### src/rtl/and_result_buffer.sv
// Result buffer for the clocked AND stage: captures result bytes (every sample or
// only on change) into a small show-ahead FIFO and tracks lost captures.
module and_result_buffer #(
    parameter int unsigned DEPTH = 4,  // power of two, 2..16
    parameter int unsigned W     = 8
) (
    input  logic                       clk,
    input  logic                       rst_n,
    input  logic [W-1:0]               y_in,
    input  logic                       y_valid,
    input  logic                       capture_mode,
    input  logic                       clr,
    input  logic                       rd_en,
    output logic [W-1:0]               dout,
    output logic                       dout_valid,
    output logic [$clog2(W):0]         popcnt,
    output logic [$clog2(DEPTH):0]     count,
    output logic                       full,
    output logic                       overflow,
    output logic [7:0]                 drop_cnt
);

    localparam int unsigned AW = $clog2(DEPTH);
    localparam int unsigned CW = AW + 1;
    localparam int unsigned PW = $clog2(W) + 1;
    localparam logic [CW-1:0] DepthC = CW'(DEPTH);

    logic [W-1:0]  mem_q [DEPTH];
    logic [AW-1:0] wr_ptr_q, rd_ptr_q;
    logic [CW-1:0] count_q;
    logic [W-1:0]  last_y_q;
    logic          last_seen_q;
    logic          overflow_q;
    logic [7:0]    drop_cnt_q;

    logic          cap_req, do_pop, do_push, do_drop, full_c, empty_c;
    logic [W-1:0]  dout_c;
    logic [PW-1:0] popcnt_c;

    // Capture decision compares against last_y before this cycle's update.
    always_comb begin
        full_c  = (count_q == DepthC);
        empty_c = (count_q == '0);
        cap_req = y_valid && (!capture_mode || !last_seen_q || (y_in != last_y_q));
        do_pop  = rd_en && !empty_c;
        // A same-cycle pop frees the slot, so a full FIFO still accepts the write.
        do_push = cap_req && (!full_c || do_pop);
        do_drop = cap_req && full_c && !do_pop;
    end

    // Show-ahead head byte, forced to zero when empty, and its population count.
    always_comb begin
        dout_c   = empty_c ? '0 : mem_q[rd_ptr_q];
        popcnt_c = '0;
        for (int i = 0; i < int'(W); i++) begin
            popcnt_c = popcnt_c + PW'(dout_c[i]);
        end
    end

    // Entry storage; contents beyond the occupied range are never observed.
    always_ff @(posedge clk) begin
        if (do_push && !clr) begin
            mem_q[wr_ptr_q] <= y_in;
        end
    end

    // Pointers, occupancy, change-detect history and loss bookkeeping.
    always_ff @(posedge clk or negedge rst_n) begin
        if (!rst_n) begin
            wr_ptr_q    <= '0;
            rd_ptr_q    <= '0;
            count_q     <= '0;
            last_y_q    <= '0;
            last_seen_q <= 1'b0;
            overflow_q  <= 1'b0;
            drop_cnt_q  <= '0;
        end else if (clr) begin
            wr_ptr_q    <= '0;
            rd_ptr_q    <= '0;
            count_q     <= '0;
            last_seen_q <= 1'b0;
            overflow_q  <= 1'b0;
            drop_cnt_q  <= '0;
        end else begin
            if (y_valid) begin
                last_y_q    <= y_in;
                last_seen_q <= 1'b1;
            end
            // Power-of-two depth lets the pointers wrap naturally.
            if (do_push) begin
                wr_ptr_q <= wr_ptr_q + AW'(1);
            end
            if (do_pop) begin
                rd_ptr_q <= rd_ptr_q + AW'(1);
            end
            if (do_push && !do_pop) begin
                count_q <= count_q + CW'(1);
            end else if (do_pop && !do_push) begin
                count_q <= count_q - CW'(1);
            end
            if (do_drop) begin
                overflow_q <= 1'b1;
                if (drop_cnt_q != 8'hFF) begin
                    drop_cnt_q <= drop_cnt_q + 8'd1;
                end
            end
        end
    end

    assign dout       = dout_c;
    assign dout_valid = !empty_c;
    assign popcnt     = popcnt_c;
    assign count      = count_q;
    assign full       = full_c;
    assign overflow   = overflow_q;
    assign drop_cnt   = drop_cnt_q;

endmodule
### config.mk
export PLATFORM = sky130hd
export DESIGN_NAME = and_result_buffer
export DESIGN_NICKNAME = d
export VERILOG_FILES = /design/src/rtl/and_result_buffer.sv
export SDC_FILE = /design/constraint.sdc
export NUM_CORES = 1
export LEC_CHECK = 0
export BUFFER_PORTS_ARGS = -buffer_cell sky130_fd_sc_hd__buf_2
export CAP_MARGIN = 10
export CORE_ASPECT_RATIO = 0.9
export CORE_UTILIZATION = 53
export CTS_BUF_LIST = sky130_fd_sc_hd__clkbuf_2 sky130_fd_sc_hd__clkbuf_4 sky130_fd_sc_hd__clkbuf_8
export DETAILED_ROUTE_END_ITERATION = 10
export GPL_TIMING_DRIVEN = 1
export PLACE_DENSITY_LB_ADDON = 0.05
export SETUP_SLACK_MARGIN = 0.1
export SYNTH_ARGS = -nofsm -noshare
export SYNTH_HDL_FRONTEND = slang
export SYNTH_SLANG_ARGS = --single-unit
### constraint.sdc
create_clock -name clk -period 4.1 [get_ports clk]
set_input_delay 0.82 -clock clk [delete_from_list [all_inputs] [get_ports clk]]
set_output_delay 0.82 -clock clk [all_outputs]
set_load 0.03 [all_outputs]
==> results.py, run 1 <==
metrics = {
    "critical_path": {
        "cp.required_ps": 3280,
        "cp.arrival_ps": 3860,
        "slowest_stage": "fa_1",
        "crit_chain": "mux4_2 > and2_4 > fa_1 > inv_1 > fa_1 > fa_2 > inv_2 > ha_4 > inv_2 > fa_2 > inv_2 > buf_6",
        "start_kind": "register",
        "crit_type": "register to output pin",
        "critical_path.max_stage_delay_ps": 530,
        "critPathCaptureType": "output pin",
        "cpMostUsedCell": "inv_2",
        "crit_family": "adder cells",
        "worst-path-buf-inv": 5,
        "cp_max_fo": 4,
    },
    "layout": {
        "multi_input_area_mm2": 0.001227,
        "area_growth_pct": 24.21,
        "register_area_mm2": 0.001592,
        "fillers": 408,
        "drive_gt1_share_pct": 37.80,
        "diodes": 0,
        "fin_cells": 358,
        "design_area_mm2": 0.003556,
        "layout.nets": 313,
    },
    "clock_tree": {
        "cts-root-buf": "clkbuf_8",
        "hold_buffers": 0,
        "cts_tree": "built",
        "path_clk_slew_ps": 60,
        "worstSkewPairLatency_ps": 330,
        "cts.path.max_buffers": 2,
        "htree_levels": 3,
        "cts_buffers": 9,
        "clock-sinks": 57,
    },
    "synthesis": {
        "synth_ff_type": "edfxtp_1",
        "avgSynthCellArea_um2": 12.45,
        "netlist.area_leader.share_pct": 33.57,
        "synth.distinct_cells": 40,
        "synth.largest_area_cell": "edfxtp_1",
        "async_reset_ff_share_pct": 43.86,
        "synth_edf_count": 32,
        "syn_inst": 230,
        "synthTopCellsByArea": "edfxtp_1 (34%), dfrtp_1 (22%), mux2_2 (6.3%)",
        "synthesis.area_mm2": 0.002863,
        "ys_seq_elements": 57,
        "synth_nets": 257,
        "synth_seq_area_share_pct": 55.42,
        "ys.warnings.count": 0,
    },
    "sta": {
        "fin_crit_ps": 4676,
        "period_share_pct": 114.0,
        "setup_viol": 4,
        "finalSetupTns_ps": -1811,
        "timing.hold.ws_ps": 486.4,
        "clock_skew_ps": 9.032,
        "maxSlewHeadroom_pct": 50.72,
        "worst_slack_ps": -575.9,
        "tightest_slew_ps": 737.7,
        "rsz0062_at_grt": "true",
        "final-max-slew-violation-count": 0,
        "hold_violations": 0,
        "fmax_ghz": 0.2139,
    },
    "pwr": {
        "power_frac_seq_pct": 21.8,
        "switching_share_pct": 39.66,
        "power_density_mw_per_mm2": 891.5,
        "ir_drop_v": 0.001197,
        "comb_power_share_pct": 57.7,
        "p_sw_uw": 1257,
        "intPower_uw": 1913,
        "p_leak_uw": 0.001489,
        "p_clk_share_pct": 20.5,
        "p_total_uw": 3170,
    },
    "route": {
        "routed_wl_mm": 5.606,
        "drc": 0,
        "firstDrtPassIters": 4,
        "drt_iter0_drc": 67,
        "wl_per_cell_um": 15.66,
        "viasPerCell": 5.327,
        "ant_nets": 0,
        "vias": 1907,
    },
    "global_routing": {
        "grt_pass1_wl_mm": 9.370,
        "met3_usage_pct": 5.987,
        "grt_use_total_pct": 22.63,
        "grt_max_degree": 26,
        "antenna_found_initial": 0,
        "global_route.usage.met2_pct": 32.76,
        "use_met1_pct": 32.79,
        "gr-total-overflow": 0,
        "grt_pass1_vias": 1848,
        "grt_busiest_layer": "met1",
    },
    "floorplan": {
        "chipWidth_um": 79.47,
        "die-area_mm2": 0.005700,
        "fp.coreArea_mm2": 0.005224,
        "start_util_pct": 54.80,
        "fp.dieH_um": 71.72,
        "rows": 25,
        "io_pins": 40,
    },
    "placement": {
        "gp_congestion": 0.7296,
        "dp_hpwl_mm": 3.889,
        "dpl.cell_count": 338,
        "place_area_mm2": 0.003217,
        "port_buffers": 39,
    },
    "hold_path": {
        "hold_path_class": "input port to asynchronous set/reset pin",
    },
    "run_status": {
        "run_status": "finished with violations",
        "violations": "negative setup slack",
    },
    "run": {
        "max_cap_viol_count": 0,
    },
}
-- power groups by stage --
stage,combinational (uW),sequential [uW],clock (uW)
floorplan,1110,730,0
global placement,1430,701,0
detailed placement,1450,704,0
CTS,1760,692,664
global route,1970,698,684
finish,1830,691,650
-- worst paths after layout --
check / startpoint / endpoint / slack (ps) / depth (start not counted)
max: rd_ptr_q[0] / popcnt[1] / -580 / 12
min: rst_n / drop_cnt[5] / 490 / 1
max reg2reg: count[1] / count[2] / 1510 / 8
min reg2reg: overflow / overflow / 490 / 1
max in group asynchronous: rst_n / rd_ptr_q[0] / 3180 / 1
min in group clk: overflow / overflow / 490 / 1
-- stage by stage --
step / util [%] / worst slack, ps
after floorplan: - / -418.8
after global placement: 61.58 / -342.9
after detailed placement: 61.58 / -456.5
after CTS: 67.71 / -669.8
after global routing: 68.07 / -682.7
final: 68.07 / -575.9
-- layer usage --
layer | routed length [um] | up-vias
met5 | 0 | -
met4 | 71 | 0
met3 | 204 | 8
met2 | 2544 | 35
met1 | 2785 | 923
li1 | - | 941
-- final cells by class --
type	count	share of cell area, %
inverters	17	1.795
clock inverters	5	2.920
repair buffers	54	9.571
clock buffers	11	4.082
multi-input cells	147	34.52
well taps	67	2.357
flip-flops and latches	57	44.76
-- cell families (layout without fill, tap and decap cells) --
| logic type | count (synthesis) | in the layout | synth area share [%] |
|---|---|---|---|
| adders and majority gates | 13 | 13 | 6.993 |
| xor gates and xnor gates | 11 | 11 | 3.366 |
| and+or+nand+nor | 68 | 68 | 12.02 |
| DFF | 57 | 57 | 55.42 |
| muxes | 26 | 26 | 11.54 |
| buffers and inverters | 26 | 87 | 3.846 |
| AOI/OAI and AO/OA | 29 | 29 | 6.818 |
-- cells in the mapped netlist, types with 3 or more instances --
| library cell | instances |
|---|---|
| dfrtp_1 | 25 |
| and2_1 | 8 |
| nor2b_1 | 6 |
| ha_1 | 8 |
| mux2i_1 | 6 |
| nand3_1 | 8 |
| inv_1 | 17 |
| edfxtp_1 | 32 |
| nor2_1 | 15 |
| fa_1 | 5 |
| clkbuf_1 | 5 |
| o31ai_1 | 3 |
| mux4_2 | 4 |
| mux2_2 | 16 |
| xnor2_1 | 9 |
| a31oi_1 | 4 |
| o21ai_0 | 4 |
| o211ai_1 | 4 |
| nand2_1 | 18 |
| a21oi_1 | 7 |
-- state kept, by name (all words and copies together), names as in the netlist --
signal / flops
wr_ptr_q: 2
rd_ptr_q: 2
count: 3
last_seen_q: 1
last_y_q: 8
mem_q: 32
drop_cnt: 8
overflow: 1
-- cells in the final DEF (no fill, tap or decap), drive strengths merged, types with 8 or more instances in the layout --
cell / instances
and2: 8
buf: 54
clkbuf: 11
dfrtp: 25
edfxtp: 32
ha: 8
inv: 17
mux2: 16
nand2: 18
nand3: 8
nor2: 15
xnor2: 9
-- repair_timing --
| item | CTS | global route |
|---|---|---|
| resized for setup | 16 | 2 |
| pin swaps | 1 | 3 |
| setup buffers | 3 | 1 |
| setup endpoints to repair | 4 | 4 |
(Power assumes the default switching activity.)
==> run 2: changes to the inputs <==
--- a/config.mk
+++ b/config.mk
@@ -5,10 +5,11 @@
 export SDC_FILE = /design/constraint.sdc
 export NUM_CORES = 1
 export LEC_CHECK = 0
+export ABC_AREA = 1
 export BUFFER_PORTS_ARGS = -buffer_cell sky130_fd_sc_hd__buf_2
 export CAP_MARGIN = 10
 export CORE_ASPECT_RATIO = 0.9
-export CORE_UTILIZATION = 53
+export CORE_UTILIZATION = 54
 export CTS_BUF_LIST = sky130_fd_sc_hd__clkbuf_2 sky130_fd_sc_hd__clkbuf_4 sky130_fd_sc_hd__clkbuf_8
 export DETAILED_ROUTE_END_ITERATION = 10
 export GPL_TIMING_DRIVEN = 1
==> results.py, run 2 <==
metrics = {
    "run_status": {
        "run_status": "finished with violations",
        "violations": "negative setup slack",
    },
    "critical_path": {
        "crit_start": "rd_ptr_q[0]",
        "critical_path.max_stage_delay_ps": 550,
        "critPathCaptureType": "output pin",
        "cpMostUsedCell": "fa_1",
        "ff2ff_setup_slack_ps": 1760,
        "worst-path-stages": 14,
        "start_kind": "register",
        "cp.required_ps": 3280,
        "r2r_start": "last_y_q[4]",
        "r2r_end": "mem_q[1][0]",
        "crit_type": "register to output pin",
        "ff2ff_path_depth": 6,
        "cp.arrival_ps": 3690,
        "cp_max_fo": 9,
        "crit_chain": "buf_6 > inv_6 > o21ai_4 > a21oi_2 > fa_1 > inv_1 > fa_1 > fa_1 > inv_2 > ha_4 > inv_2 > fa_2 > inv_4 > buf_6",
        "slowest_stage": "fa_1",
        "worst-path-buf-inv": 7,
        "crit_end": "popcnt[1]",
        "crit_family": "adder cells",
    },
    "layout": {
        "post-route-util_pct": 70.19,
        "regMostFlops": "mem_q",
        "register_area_mm2": 0.001593,
        "drive_gt1_share_pct": 27.82,
        "multi_input_area_mm2": 0.001281,
        "diodes": 0,
        "layout.nets": 421,
        "fillers": 408,
        "layout_commonest_cell": "nand2_1",
        "area_growth_pct": 24.19,
        "mostFrequentLayoutCells": "nand2_1 (58), nor2_1 (53), inv_1 (40), buf_2 (35), edfxtp_1 (32)",
        "largest_reg_flops": 32,
    },
    "sta": {
        "period_share_pct": 109.9,
        "tightest_slew_ps": 824.2,
        "clock_skew_ps": 7.557,
        "hold_violations": 0,
        "timing.hold.ws_ps": 491.5,
        "worst_slack_ps": -405.8,
        "maxSlewHeadroom_pct": 44.85,
        "fin_crit_ps": 4506,
        "fmax_ghz": 0.2219,
        "setup_viol": 3,
        "rsz0062_at_grt": "true",
        "final-max-slew-violation-count": 0,
    },
    "clock_tree": {
        "path_clk_slew_ps": 60,
        "clock-sinks": 57,
        "cts_tree": "built",
        "htree_levels": 3,
        "hold_buffers": 0,
        "cts_buffers": 9,
        "cts.path.max_buffers": 2,
        "worstSkewPairLatency_ps": 330,
        "cts-root-buf": "clkbuf_8",
    },
    "synthesis": {
        "synth_nets": 357,
        "avgSynthCellArea_um2": 9.107,
        "yosysMostFrequentCell": "nand2_1",
        "synth_commonest_cells": "nand2_1 (59), nor2_1 (55), inv_1 (44)",
        "synth.largest_area_cell": "edfxtp_1",
        "async_reset_ff_share_pct": 43.86,
        "synth_edf_count": 32,
        "synth_seq_area_share_pct": 52.79,
        "ys.warnings.count": 0,
        "netlist.area_leader.share_pct": 31.97,
        "synth_ff_type": "edfxtp_1",
        "syn_inst": 330,
        "synthesis.area_mm2": 0.003005,
        "synthTopCellsByArea": "edfxtp_1 (32%), dfrtp_1 (21%), nand2_1 (7.4%)",
        "ys_seq_elements": 57,
        "synth.distinct_cells": 30,
    },
    "floorplan": {
        "start_util_pct": 56.52,
        "fp.dieH_um": 72.78,
        "chipWidth_um": 80.64,
        "rows": 25,
        "die-area_mm2": 0.005868,
        "io_pins": 40,
        "fp.coreArea_mm2": 0.005318,
    },
    "global_routing": {
        "grt_max_degree": 26,
        "gr-total-overflow": 0,
        "antenna_found_initial": 0,
        "grt_use_total_pct": 25.09,
        "grt_pass1_vias": 2331,
        "grt_pass1_wl_mm": 10.74,
    },
    "route": {
        "drt_iter0_drc": 134,
        "vias": 2385,
        "wl_per_cell_um": 14.14,
        "ant_nets": 0,
        "firstDrtPassIters": 4,
        "routed_wl_mm": 6.587,
        "drc": 0,
        "viasPerCell": 5.118,
    },
    "pwr": {
        "p_leak_uw": 0.001744,
        "p_sw_uw": 1390,
        "power_frac_seq_pct": 21.7,
        "intPower_uw": 1828,
        "comb_power_share_pct": 62.7,
        "switching_share_pct": 43.19,
        "ir_drop_v": 0.001711,
        "power_density_mw_per_mm2": 862.2,
        "p_clk_share_pct": 15.5,
    },
    "placement": {
        "gp_congestion": 0.8121,
        "port_buffers": 39,
        "dp_hpwl_mm": 4.545,
    },
    "run": {
        "max_cap_viol_count": 0,
    },
    "hold_path": {
        "hold_path_class": "input port to asynchronous set/reset pin",
    },
}
## run 2: cell count changes after synthesis, sizes merged, moves of 12 or more
cell	change
nor2	+41
mux2	-15
nand2	+46
o21ai	+25
nand3	+12
inv	+28
## run 2: cells by family (layout without fill, tap and decap cells)
| group | Yosys count | after routing | synth area share, % |
|---|---|---|---|
| XOR/XNOR | 9 | 9 | 2.623 |
| AO/OA/AOI/OAI | 44 | 44 | 7.660 |
| multiplexers | 1 | 1 | 0.3747 |
| AND/OR/NAND/NOR | 151 | 151 | 22.73 |
| buffers and inverters | 55 | 124 | 7.161 |
| adder cells (fa/ha/maj) | 13 | 13 | 6.661 |
| flip-flops | 57 | 57 | 52.79 |
## run 2: worst register-to-register path, delay by kind of cell, from the launching register on
kind	cells	cell delay, ps
and+or+nand+nor	5	1350
AOI/OAI and AO/OA	1	190
DFF	1	420
## run 2: area by class of cell
cell class,count,area share [%]
flip-flops and latches,57,42.68
inverters,47,5.129
clock buffers,12,3.922
clock inverters,4,1.173
multi-input cells,218,34.33
well taps,67,2.246
repair buffers,61,10.53
## run 2: what timing repair did
item	4_1_cts	5_1_grt
setup endpoints to repair	4	4
gates resized for setup	22	5
pin swaps	2	3
buffers inserted	5	1
## run 2: power by group through the flow
stage	Combinational, uW	Sequential, uW	Clock (uW)
2_1_floorplan	1200	734	0
3_3_place_gp	1600	710	0
3_5_place_dp	1620	712	0
4_1_cts	1960	699	510
5_1_grt	2200	704	537
6_report	2020	700	500
## run 2: how the worst min path moves through the flow
stage	start	end	depth (start not counted)
after global routing	rst_n	drop_cnt[2]	1
after detailed placement	overflow	overflow	1
after CTS	rst_n	last_y_q[4]	1
final	rst_n	drop_cnt[2]	1
after floorplan	last_seen_q	last_seen_q	2
after global placement	overflow	overflow	1
## run 2: through the flow
step	area (um^2)	TNS, ps	total power (uW)	setup WS, ps	cells
4_1_cts	3704	-753.3	3167	-360.9	465
3_5_place_dp	3415	-317.7	2336	-159.1	444
2_1_floorplan	3074	-335.1	1934	-185.2	330
5_1_grt	3732	-1347	3443	-532.0	466
3_3_place_gp	3415	-134.7	2307	-71.86	444
6_report	3732	-967.8	3218	-405.8	466
## run 2: metal layers
| layer | share of wire (%) | vias to the layer above | GRT usage (%) | wire length, um |
|---|---|---|---|---|
| li1 | - | 1195 | - | - |
| met1 | 45 | 1133 | 33.06 | 2969 |
| met2 | 50 | 52 | 40.02 | 3295 |
| met3 | 4.1 | 5 | 6.375 | 270 |
| met4 | 0.77 | 0 | 9.722 | 51 |
| met5 | 0 | - | 0 | 0 |
==> run 3: changes to the inputs <==
--- a/config.mk
+++ b/config.mk
@@ -8,7 +8,7 @@
 export ABC_AREA = 1
 export BUFFER_PORTS_ARGS = -buffer_cell sky130_fd_sc_hd__buf_2
 export CAP_MARGIN = 10
-export CORE_ASPECT_RATIO = 0.9
+export CORE_ASPECT_RATIO = 1.1
 export CORE_UTILIZATION = 54
 export CTS_BUF_LIST = sky130_fd_sc_hd__clkbuf_2 sky130_fd_sc_hd__clkbuf_4 sky130_fd_sc_hd__clkbuf_8
 export DETAILED_ROUTE_END_ITERATION = 10
==> results.py, run 3 (synthesis results as in run 2) <==
metrics = {
    "layout": {
        "design_area_mm2": 0.003756,
        "layout.nets": 417,
        "mostFrequentLayoutCells": "nand2_1 (59), nor2_1 (54), inv_1 (40), buf_2 (35), edfxtp_1 (32)",
        "area_growth_pct": 24.98,
        "drive_gt1_share_pct": 27.34,
        "layout_commonest_cell": "nand2_1",
        "diodes": 0,
        "regMostFlops": "mem_q",
        "post-route-util_pct": 70.07,
        "largest_reg_flops": 32,
        "fin_cells": 470,
    },
    "floorplan": {
        "io_pins": 40,
        "rows": 28,
        "fp.dieH_um": 80.25,
        "die-area_mm2": 0.005868,
        "fp.coreArea_mm2": 0.005360,
        "chipWidth_um": 73.13,
        "start_util_pct": 56.07,
    },
    "route": {
        "wl_per_cell_um": 13.28,
        "viasPerCell": 4.987,
        "drc": 0,
        "ant_nets": 0,
        "vias": 2344,
        "drt_iter0_drc": 106,
        "routed_wl_mm": 6.243,
        "firstDrtPassIters": 4,
    },
    "placement": {
        "place_area_mm2": 0.003402,
        "port_buffers": 39,
        "post-place-ws_ps": -100.8,
        "dpl.cell_count": 449,
        "gp_congestion": 0.7807,
        "dp_hpwl_mm": 4.372,
    },
    "run": {
        "max_cap_viol_count": 0,
    },
    "sta": {
        "maxSlewHeadroom_pct": 49.65,
        "fin_crit_ps": 4463,
        "fmax_ghz": 0.2241,
        "setup_viol": 3,
        "timing.hold.ws_ps": 479.0,
        "worst_slack_ps": -362.7,
        "period_share_pct": 108.8,
        "hold_violations": 0,
        "final-max-slew-violation-count": 0,
        "tightest_slew_ps": 752.4,
        "clock_skew_ps": 4.526,
        "rsz0062_at_grt": "true",
    },
    "clock_tree": {
        "worstSkewPairLatency_ps": 330,
        "htree_levels": 3,
        "path_clk_slew_ps": 70,
        "cts.path.max_buffers": 2,
        "cts_buffers": 9,
        "clock-sinks": 57,
        "cts-root-buf": "clkbuf_8",
        "cts_tree": "built",
    },
    "hold_path": {
        "hold_path_class": "input port to asynchronous set/reset pin",
    },
    "critical_path": {
        "r2r_start": "last_y_q[4]",
        "crit_type": "register to output pin",
        "cp.arrival_ps": 3640,
        "ff2ff_path_depth": 6,
        "cp_max_fo": 5,
        "ff2ff_setup_slack_ps": 1890,
        "r2r_end": "mem_q[3][7]",
        "start_kind": "register",
        "cp.required_ps": 3280,
        "critPathCaptureType": "output pin",
    },
    "global_routing": {
        "grt_pass1_wl_mm": 10.08,
        "grt_max_degree": 26,
        "gr-total-overflow": 0,
        "grt_use_total_pct": 23.27,
        "antenna_found_initial": 0,
        "grt_pass1_vias": 2184,
    },
    "run_status": {
        "run_status": "finished with violations",
        "violations": "negative setup slack",
    },
    "pwr": {
        "ir_drop_v": 0.001085,
        "p_leak_uw": 0.001743,
        "power_density_mw_per_mm2": 870.2,
    },
}
-- run 3: per-stage QoR --
| step | setup TNS (ps) | total power [uW] |
|---|---|---|
| 6_report | -791.5 | 3268 |
| 5_1_grt | -1113 | 3487 |
| 4_1_cts | -795.5 | 3256 |
| 3_5_place_dp | -187.4 | 2301 |
| 3_3_place_gp | -76.98 | 2275 |
| 2_1_floorplan | -335.1 | 1934 |
-- run 3: repair_timing --
action,in CTS,in global routing
endpoints found under the hold margin,0,0
setup endpoints to repair,4,4
buffers inserted,3,2
resized for setup,16,11
pin swaps,2,2
hold buffers,0,0
-- run 3: layout make-up --
class / count / area [um^2]
inverter: 47 / 191.4
fill: 418 / 1604
clock buffer: 9 / 123.9
clock inverter: 7 / 108.9
timing repair buffer: 57 / 359.1
multi-input combinational: 218 / 1286
sequential: 57 / 1593
tap: 75 / 93.84
-- run 3: how the worst max path moves through the flow --
stage,start,to,cells after the start
finish,rd_ptr_q[1],popcnt[1],14
global route,rd_ptr_q[0],popcnt[2],15
CTS,count[2],popcnt[2],12
detailed placement,rd_ptr_q[0],popcnt[2],13
global placement,rd_ptr_q[0],popcnt[1],13
floorplan,count[0],popcnt[2],11
-- run 3: metal layers --
layer / routed length (um) / global-route usage (%)
met5: 0 / 0
met4: 80 / 9.020
met3: 251 / 5.772
met2: 3136 / 38.24
met1: 2774 / 29.39
-- run 3: critical path: stages, from the launching register on --
cell and delay (ps):
dfrtp_2 420, clkinv_4 80, nor2_1 210, o21ai_4 90
a21oi_2 200, fa_1 410, inv_1 80, fa_1 420
fa_2 540, inv_2 40, ha_4 150, inv_2 50
fa_2 440, inv_4 60, buf_6 120
-- run 3: where the power goes --
group          leakage (uW)  internal [uW]  total (uW)  switching (uW)
clock network      0.000120            398         621             222
logic               0.00101            831        1950            1120
registers          0.000610            658         698            39.4
total               0.00174           1890        3270            1380
